===== src/rtl/axi_lite_master_bridge.sv =====
// Strobe/ack register-bus to AXI-lite initiator, one transaction in flight at a time.
// A per-wait-state watchdog turns a stalled responder into an error completion.
module axi_lite_master_bridge #(
   parameter int ADDRESS_WIDTH = 16,
   parameter int BUS_WIDTH     = 4,
   parameter int TIMEOUT       = 1024
) (
   input  logic                     clk,
   input  logic                     rst,
   input  logic                     up_wreq,
   input  logic [ADDRESS_WIDTH-1:0] up_waddr,
   input  logic [BUS_WIDTH*8-1:0]   up_wdata,
   input  logic [BUS_WIDTH-1:0]     up_wstrb,
   output logic                     up_wack,
   output logic                     up_werr,
   input  logic                     up_rreq,
   input  logic [ADDRESS_WIDTH-1:0] up_raddr,
   output logic [BUS_WIDTH*8-1:0]   up_rdata,
   output logic                     up_rack,
   output logic                     up_rerr,
   output logic                     up_busy,
   output logic                     m_axi_awvalid,
   output logic [ADDRESS_WIDTH-1:0] m_axi_awaddr,
   output logic [2:0]               m_axi_awprot,
   input  logic                     m_axi_awready,
   output logic                     m_axi_wvalid,
   output logic [BUS_WIDTH*8-1:0]   m_axi_wdata,
   output logic [BUS_WIDTH-1:0]     m_axi_wstrb,
   input  logic                     m_axi_wready,
   input  logic                     m_axi_bvalid,
   input  logic [1:0]               m_axi_bresp,
   output logic                     m_axi_bready,
   output logic                     m_axi_arvalid,
   output logic [ADDRESS_WIDTH-1:0] m_axi_araddr,
   output logic [2:0]               m_axi_arprot,
   input  logic                     m_axi_arready,
   input  logic                     m_axi_rvalid,
   input  logic [BUS_WIDTH*8-1:0]   m_axi_rdata,
   input  logic [1:0]               m_axi_rresp,
   output logic                     m_axi_rready,
   output logic [2:0]               o_dbg_state
);
   localparam int DW = BUS_WIDTH * 8;
   localparam int TW = (TIMEOUT > 0) ? $clog2(TIMEOUT + 1) : 1;
   localparam logic [TW-1:0] TO_VAL = TW'(TIMEOUT);

   typedef enum logic [2:0] {IDLE, WR_REQ, WR_RESP, RD_REQ, RD_RESP, DONE} state_t;

   state_t                   r_state;
   state_t                   w_next;
   logic [ADDRESS_WIDTH-1:0] r_addr;
   logic [DW-1:0]            r_wdata;
   logic [BUS_WIDTH-1:0]     r_wstrb;
   logic [DW-1:0]            r_rbuf;
   logic [DW-1:0]            r_rdata;
   logic                     r_is_wr, r_err, r_aw_done, r_w_done;
   logic                     r_wack, r_werr, r_rack, r_rerr;
   logic [TW-1:0]            r_timer;
   logic [TW-1:0]            w_timer_inc;
   logic                     w_busy, w_tmo, w_hs, w_wait, w_abort;
   logic                     w_aw_hs, w_w_hs, w_b_hs, w_ar_hs, w_r_hs;

   // Valid/ready handshake: a transfer happens on any rising edge where both are high;
   // valids and payload are held until that edge, except on a watchdog abort.
   assign m_axi_awvalid = (r_state == WR_REQ) && !r_aw_done;
   assign m_axi_wvalid  = (r_state == WR_REQ) && !r_w_done;
   assign m_axi_bready  = (r_state == WR_RESP);
   assign m_axi_arvalid = (r_state == RD_REQ);
   assign m_axi_rready  = (r_state == RD_RESP);
   assign m_axi_awaddr  = r_addr;
   assign m_axi_araddr  = r_addr;
   assign m_axi_wdata   = r_wdata;
   assign m_axi_wstrb   = r_wstrb;
   assign m_axi_awprot  = 3'b000;
   assign m_axi_arprot  = 3'b000;

   assign w_aw_hs = m_axi_awvalid & m_axi_awready;
   assign w_w_hs  = m_axi_wvalid & m_axi_wready;
   assign w_b_hs  = m_axi_bvalid & m_axi_bready;
   assign w_ar_hs = m_axi_arvalid & m_axi_arready;
   assign w_r_hs  = m_axi_rvalid & m_axi_rready;

   // The ack cycle still counts as busy, so a strobe coincident with an ack is dropped.
   assign w_busy      = (r_state != IDLE) || r_wack || r_rack;
   assign w_timer_inc = r_timer + TW'(1);
   assign w_tmo       = (TIMEOUT != 0) && (w_timer_inc == TO_VAL);

   assign up_wack     = r_wack;
   assign up_werr     = r_werr;
   assign up_rack     = r_rack;
   assign up_rerr     = r_rerr;
   assign up_rdata    = r_rdata;
   assign up_busy     = w_busy;
   assign o_dbg_state = r_state;

   always_ff @(posedge clk) begin
      if (rst) r_state <= IDLE;
      else     r_state <= w_next;
   end

   always_comb begin
      w_next  = r_state;
      w_hs    = 1'b0;
      w_wait  = 1'b0;
      w_abort = 1'b0;
      case (r_state)
         IDLE: begin
            if (!w_busy) begin
               if (up_wreq)      w_next = WR_REQ;
               else if (up_rreq) w_next = RD_REQ;
            end
         end
         WR_REQ: begin
            w_wait = 1'b1;
            w_hs   = w_aw_hs | w_w_hs;
            if ((r_aw_done | w_aw_hs) && (r_w_done | w_w_hs)) w_next = WR_RESP;
            else if (w_tmo && !w_hs) begin w_next = DONE; w_abort = 1'b1; end
         end
         WR_RESP: begin
            w_wait = 1'b1;
            w_hs   = w_b_hs;
            if (w_b_hs) w_next = DONE;
            else if (w_tmo) begin w_next = DONE; w_abort = 1'b1; end
         end
         RD_REQ: begin
            w_wait = 1'b1;
            w_hs   = w_ar_hs;
            if (w_ar_hs) w_next = RD_RESP;
            else if (w_tmo) begin w_next = DONE; w_abort = 1'b1; end
         end
         RD_RESP: begin
            w_wait = 1'b1;
            w_hs   = w_r_hs;
            if (w_r_hs) w_next = DONE;
            else if (w_tmo) begin w_next = DONE; w_abort = 1'b1; end
         end
         DONE:    w_next = IDLE;
         default: w_next = IDLE;
      endcase
   end

   always_ff @(posedge clk) begin
      if (rst || (w_next != r_state) || w_hs) r_timer <= '0;
      else if (w_wait && (TIMEOUT != 0))      r_timer <= w_timer_inc;
   end

   always_ff @(posedge clk) begin
      if (rst) begin
         r_addr    <= '0;
         r_wdata   <= '0;
         r_wstrb   <= '0;
         r_rbuf    <= '0;
         r_rdata   <= '0;
         r_is_wr   <= 1'b0;
         r_err     <= 1'b0;
         r_aw_done <= 1'b0;
         r_w_done  <= 1'b0;
         r_wack    <= 1'b0;
         r_werr    <= 1'b0;
         r_rack    <= 1'b0;
         r_rerr    <= 1'b0;
      end else begin
         if (r_state == IDLE && w_next == WR_REQ) begin
            r_addr    <= up_waddr;
            r_wdata   <= up_wdata;
            r_wstrb   <= up_wstrb;
            r_is_wr   <= 1'b1;
            r_err     <= 1'b0;
            r_aw_done <= 1'b0;
            r_w_done  <= 1'b0;
         end
         if (r_state == IDLE && w_next == RD_REQ) begin
            r_addr  <= up_raddr;
            r_is_wr <= 1'b0;
            r_err   <= 1'b0;
            r_rbuf  <= '0;
         end
         if (w_aw_hs) r_aw_done <= 1'b1;
         if (w_w_hs)  r_w_done  <= 1'b1;
         if (w_b_hs)  r_err     <= |m_axi_bresp;
         if (w_r_hs) begin
            r_rbuf <= m_axi_rdata;
            r_err  <= |m_axi_rresp;
         end
         if (w_abort) r_err <= 1'b1;
         r_wack <= (r_state == DONE) && r_is_wr;
         r_werr <= (r_state == DONE) && r_is_wr && r_err;
         r_rack <= (r_state == DONE) && !r_is_wr;
         r_rerr <= (r_state == DONE) && !r_is_wr && r_err;
         if (r_state == DONE && !r_is_wr) r_rdata <= r_rbuf;
      end
   end
endmodule


===== config.mk =====
export PLATFORM = sky130hd
export DESIGN_NAME = axi_lite_master_bridge
export DESIGN_NICKNAME = d
export VERILOG_FILES = /design/src/rtl/axi_lite_master_bridge.sv
export SDC_FILE = /design/constraint.sdc
export NUM_CORES = 1
export LEC_CHECK = 0
export ABC_AREA = 0
export BUFFER_PORTS_ARGS = -buffer_cell sky130_fd_sc_hd__buf_2
export CORE_UTILIZATION = 40
export DETAILED_ROUTE_END_ITERATION = 8
export GPL_ROUTABILITY_DRIVEN = 0
export HOLD_SLACK_MARGIN = 0.12
export PLACE_DENSITY = 0.75
export SKIP_LAST_GASP = 1
export SLEW_MARGIN = 20
export SYNTH_ARGS = -nofsm -noshare
export SYNTH_HDL_FRONTEND = slang
export SYNTH_SLANG_ARGS = --single-unit

===== constraint.sdc =====
create_clock -name clk -period 2.7 [get_ports clk]
set_clock_uncertainty 0.1 [all_clocks]
set_input_delay 0.54 -clock clk [delete_from_list [all_inputs] [get_ports clk]]
set_output_delay 0.54 -clock clk [all_outputs]
set_load 0.01 [all_outputs]

==> summary.md <==
The share of the synthesized netlist area taken by xor and xnor gates is 0.01935, and the core area is 13,240 um^2. The HPWL after detailed placement is 10,040 um. The run finished with clean final reports. The die extent in x is 118.5 um, and the sequential share of power is 0.406. The flip-flop and latch count after synthesis came out at 138. The run gives 0.398 as the part of the power in the clock network. Setup repair after global routing left no endpoint under its margin.

Entering global routing, the biggest net connects 66 pins. Along the worst path, the maximum fanout reaches 15. After detailed routing, the number of remaining DRC violations is 0. The net switching fraction of the power came out at 0.2835.

From synthesis to final layout, the design area changed by 31.31%. Timing would allow up to 415.6 MHz. At the end of the flow, the number of nets in the layout was 965. Number of clock sinks: 138.

The tools report the proportion of power drawn by combinational gates as 0.196. For the global-route wire length before repair, the log shows 23,850 um. The final routed wire length divided by cell count was 14.23 um; the total congestion overflow after global routing was 0. The mapped netlist covers 5430 um^2.

Yosys attributes the largest share of cell area to sky130_fd_sc_hd__dfxtp_1 (51%), sky130_fd_sc_hd__nand2_1 (11%), sky130_fd_sc_hd__a21oi_1 (8.7%). The share of synthesized area spent on multiplexers is 0.001843, and the adder and majority gate portion of the synthesized area is 0.002304. The shortest clock period the worst path allows after layout was 2.406 ns. The tools report the detailed-routing iteration count for the pre-antenna-repair pass as 5. Worst hold path startpoint: up_waddr[8]. The tools report the worst slew margin relative to its limit as 0.4212. The startpoint identified for the worst register-to-register timing path is o_dbg_state[1]. The count of hold buffers inserted by post-cts repair was 0.

For this design the total switching power over the nets is 0.001595 W. The most used flip-flop cell after synthesis is sky130_fd_sc_hd__dfxtp_1. The die outline height is 118.5 um, and the number of buffers inserted during clock tree synthesis is 17.

Power per cell area: 789.1 nW/um^2. Root cell of the clock tree: sky130_fd_sc_hd__clkbuf_16. Setup violations remaining at the end of the flow were counted as 0. The clock latency on the worst-skew pair was 0.41 ns; the number of flops mapped to enable cells by yosys was 0. At the worst endpoint, the required time is 2.06 ns. The post-synthesis compound-gate area fraction works out to 0.1811.

The routed design has 14,780 um of wire. The overall fraction of global-route tracks in use was 0.2146. TritonCTS built the clock tree.

The worst hold path class was in2reg. Via count of the first global-routing pass: 4,781. For the number of levels in the clock H-tree, the log shows 4.

The share of layout cells above drive strength 1 was 0.3202. The floorplan has 42 rows. The final core utilization was 0.5385; the async set or reset register ratio after synthesis was 0. For the count of final hold-check violations, the log shows 0.

The average footprint of a synthesized cell is 8.253 um^2. In this run the tool buffered the top-level ports with 225 buffer cells. The number of antenna violations at the first check in global routing came out at 1.

The critical path starts at o_dbg_state[1]. The count of nets left with antenna violations once routing finished came out at 0. Counting along the longest clock path gives a buffer depth of 2.

Startpoint type of the worst setup path: a flop. Once the clock tree was built, the resizer swapped 0 gates to a different size. After routing, the total negative slack on setup checks comes to 0 ns. Final period utilization: 0.8911.

In the synthesized netlist, the cells that appear most often are sky130_fd_sc_hd__nand2_1 (160), sky130_fd_sc_hd__dfxtp_1 (138), sky130_fd_sc_hd__a21oi_1 (94). The cell internal power dissipation is 0.004032 W. In the synthesized netlist, the number of instances is 658. After synthesis, the netlist uses 48 different library cells. For the count of routing violations after the opening detailed-route iteration, the log shows 256. The library cell with the highest instance count after synthesis was sky130_fd_sc_hd__nand2_1. The Yosys step of the flow raised 0 warnings.

The count of pins over their slew limit is 0. The proportion of synthesized chip area in sequential cells was 0.5088; the via density per instance was 5.013. The number of top-level pins was 232.

The overall die area was 14,050 um^2; the slew at the pin closest to its max-slew limit was 0.8673 ns. After clock tree synthesis, the clock-pin slew on the worst setup and hold paths is 0.06 ns. Summing over every cut layer, the via total after detailed routing is 5,209.

For the initial core utilization, the log shows 0.4101. The largest family of logic cells by synthesized area was simple AND/OR/NAND/NOR gates. Post-CTS timing repair inserted 0 buffers for setup.

The share of the synthesized area in the top cell type was 0.5088. Type of element capturing the critical path: an output port. The run gives 3.154 nW as the leakage power summed over all cells. The design draws 0.005627 W. The type of the worst setup path is reg2out. At the worst endpoint, the arrival time is 1.77 ns.

Max-cap violations in this run came to 0. VDD sags by at most 0.0004057 V. Basic-gate share of the synthesized area counting and, or, nand and nor cells: 0.2120. Cell taking the most area after synthesis: sky130_fd_sc_hd__dfxtp_1.
==> layout make-up <==
| type | count | area (um^2) |
|---|---|---|
| Sequential cell | 138 | 2763 |
| Inverter | 8 | 30.03 |
| Fill cell | 1258 | 6112 |
| Antenna cell | 1 | 2.502 |
| Clock inverter | 7 | 92.59 |
| Timing Repair Buffer | 238 | 1239 |
| Tap cell | 176 | 220.2 |
| Clock buffer | 23 | 478.0 |
| Multi-Input combinational cell | 448 | 2306 |
==> per-layer routing <==
layer	vias up	track usage	routed length, um
li1	2583	-	-
met1	2420	0.2628	6494
met2	186	0.3460	6866
met3	20	0.08301	1195
met4	0	0.06883	227
met5	-	0	0
==> cell usage in the layout (no fill, tap or decap), types with 4 or more instances in the layout <==
cell type,n
sky130_fd_sc_hd__clkbuf_16,17
sky130_fd_sc_hd__nor2_1,53
sky130_fd_sc_hd__a22oi_1,48
sky130_fd_sc_hd__nor3_1,9
sky130_fd_sc_hd__dfxtp_1,138
sky130_fd_sc_hd__buf_4,13
sky130_fd_sc_hd__nand3_1,9
sky130_fd_sc_hd__nor2b_1,4
sky130_fd_sc_hd__nand3b_1,5
sky130_fd_sc_hd__conb_1,6
sky130_fd_sc_hd__a21oi_1,94
sky130_fd_sc_hd__xnor2_1,5
sky130_fd_sc_hd__inv_1,8
sky130_fd_sc_hd__xor2_1,7
sky130_fd_sc_hd__buf_2,224
sky130_fd_sc_hd__nand2_1,160
==> path summary, 6_finish.rpt <==
kind / to / slack (ns) / depth (start not counted)
max reg2reg: r_timer[0] / 0.50 / 4
min: m_axi_araddr[8] / 0.26 / 3
max: up_busy / 0.29 / 4
min reg2reg: up_rdata[7] / 0.35 / 2
==> through the flow <==
stage / setup slack (ns) / std cells / area, um^2 / hold slack, ns
after CTS: 0.2432 / 1038 / 7128 / 0.2425
after floorplan: 0.8810 / 663 / 5449 / 0.3316
final: 0.2941 / 1039 / 7131 / 0.2625
after global placement: 0.5465 / 1008 / 6558 / 0.3385
after global routing: 0.1595 / 1039 / 7131 / 0.2514
after detailed placement: 0.4922 / 1008 / 6558 / 0.3437
==> sequential cells by signal, indices dropped and copies added (netlist names) <==
signal	cells
m_axi_araddr	16
m_axi_wdata	32
m_axi_wstrb	4
o_dbg_state	3
r_aw_done	1
r_err	1
r_is_wr	1
r_rbuf	32
r_timer	11
r_w_done	1
up_rack	1
up_rdata	32
up_rerr	1
up_wack	1
up_werr	1
==> critical path, cell delays in order (launching register included) <==
cell and delay, ns:
sky130_fd_sc_hd__dfxtp_1 0.46, sky130_fd_sc_hd__or3_4 0.46, sky130_fd_sc_hd__nor2_1 0.23, sky130_fd_sc_hd__inv_1 0.06, sky130_fd_sc_hd__buf_2 0.14
==> power by group through the flow <==
stage | Combinational, W | Sequential [W] | Clock, W
2_1_floorplan | 0.000690 | 0.00237 | 0
3_3_place_gp | 0.00110 | 0.00232 | 0
3_5_place_dp | 0.00111 | 0.00233 | 0
4_1_cts | 0.00112 | 0.00228 | 0.00229
5_1_grt | 0.00123 | 0.00230 | 0.00237
6_report | 0.00110 | 0.00228 | 0.00224
==> cell families after synthesis <==
kind of cell | Yosys count
other | 1
flip-flops | 138
adder cells (fa/ha/maj) | 1
buffers and inverters | 77
XOR/XNOR | 12
multiplexers | 1
AO/OA/AOI/OAI | 161
AND/OR/NAND/NOR | 267
(Power assumes the default switching activity.)
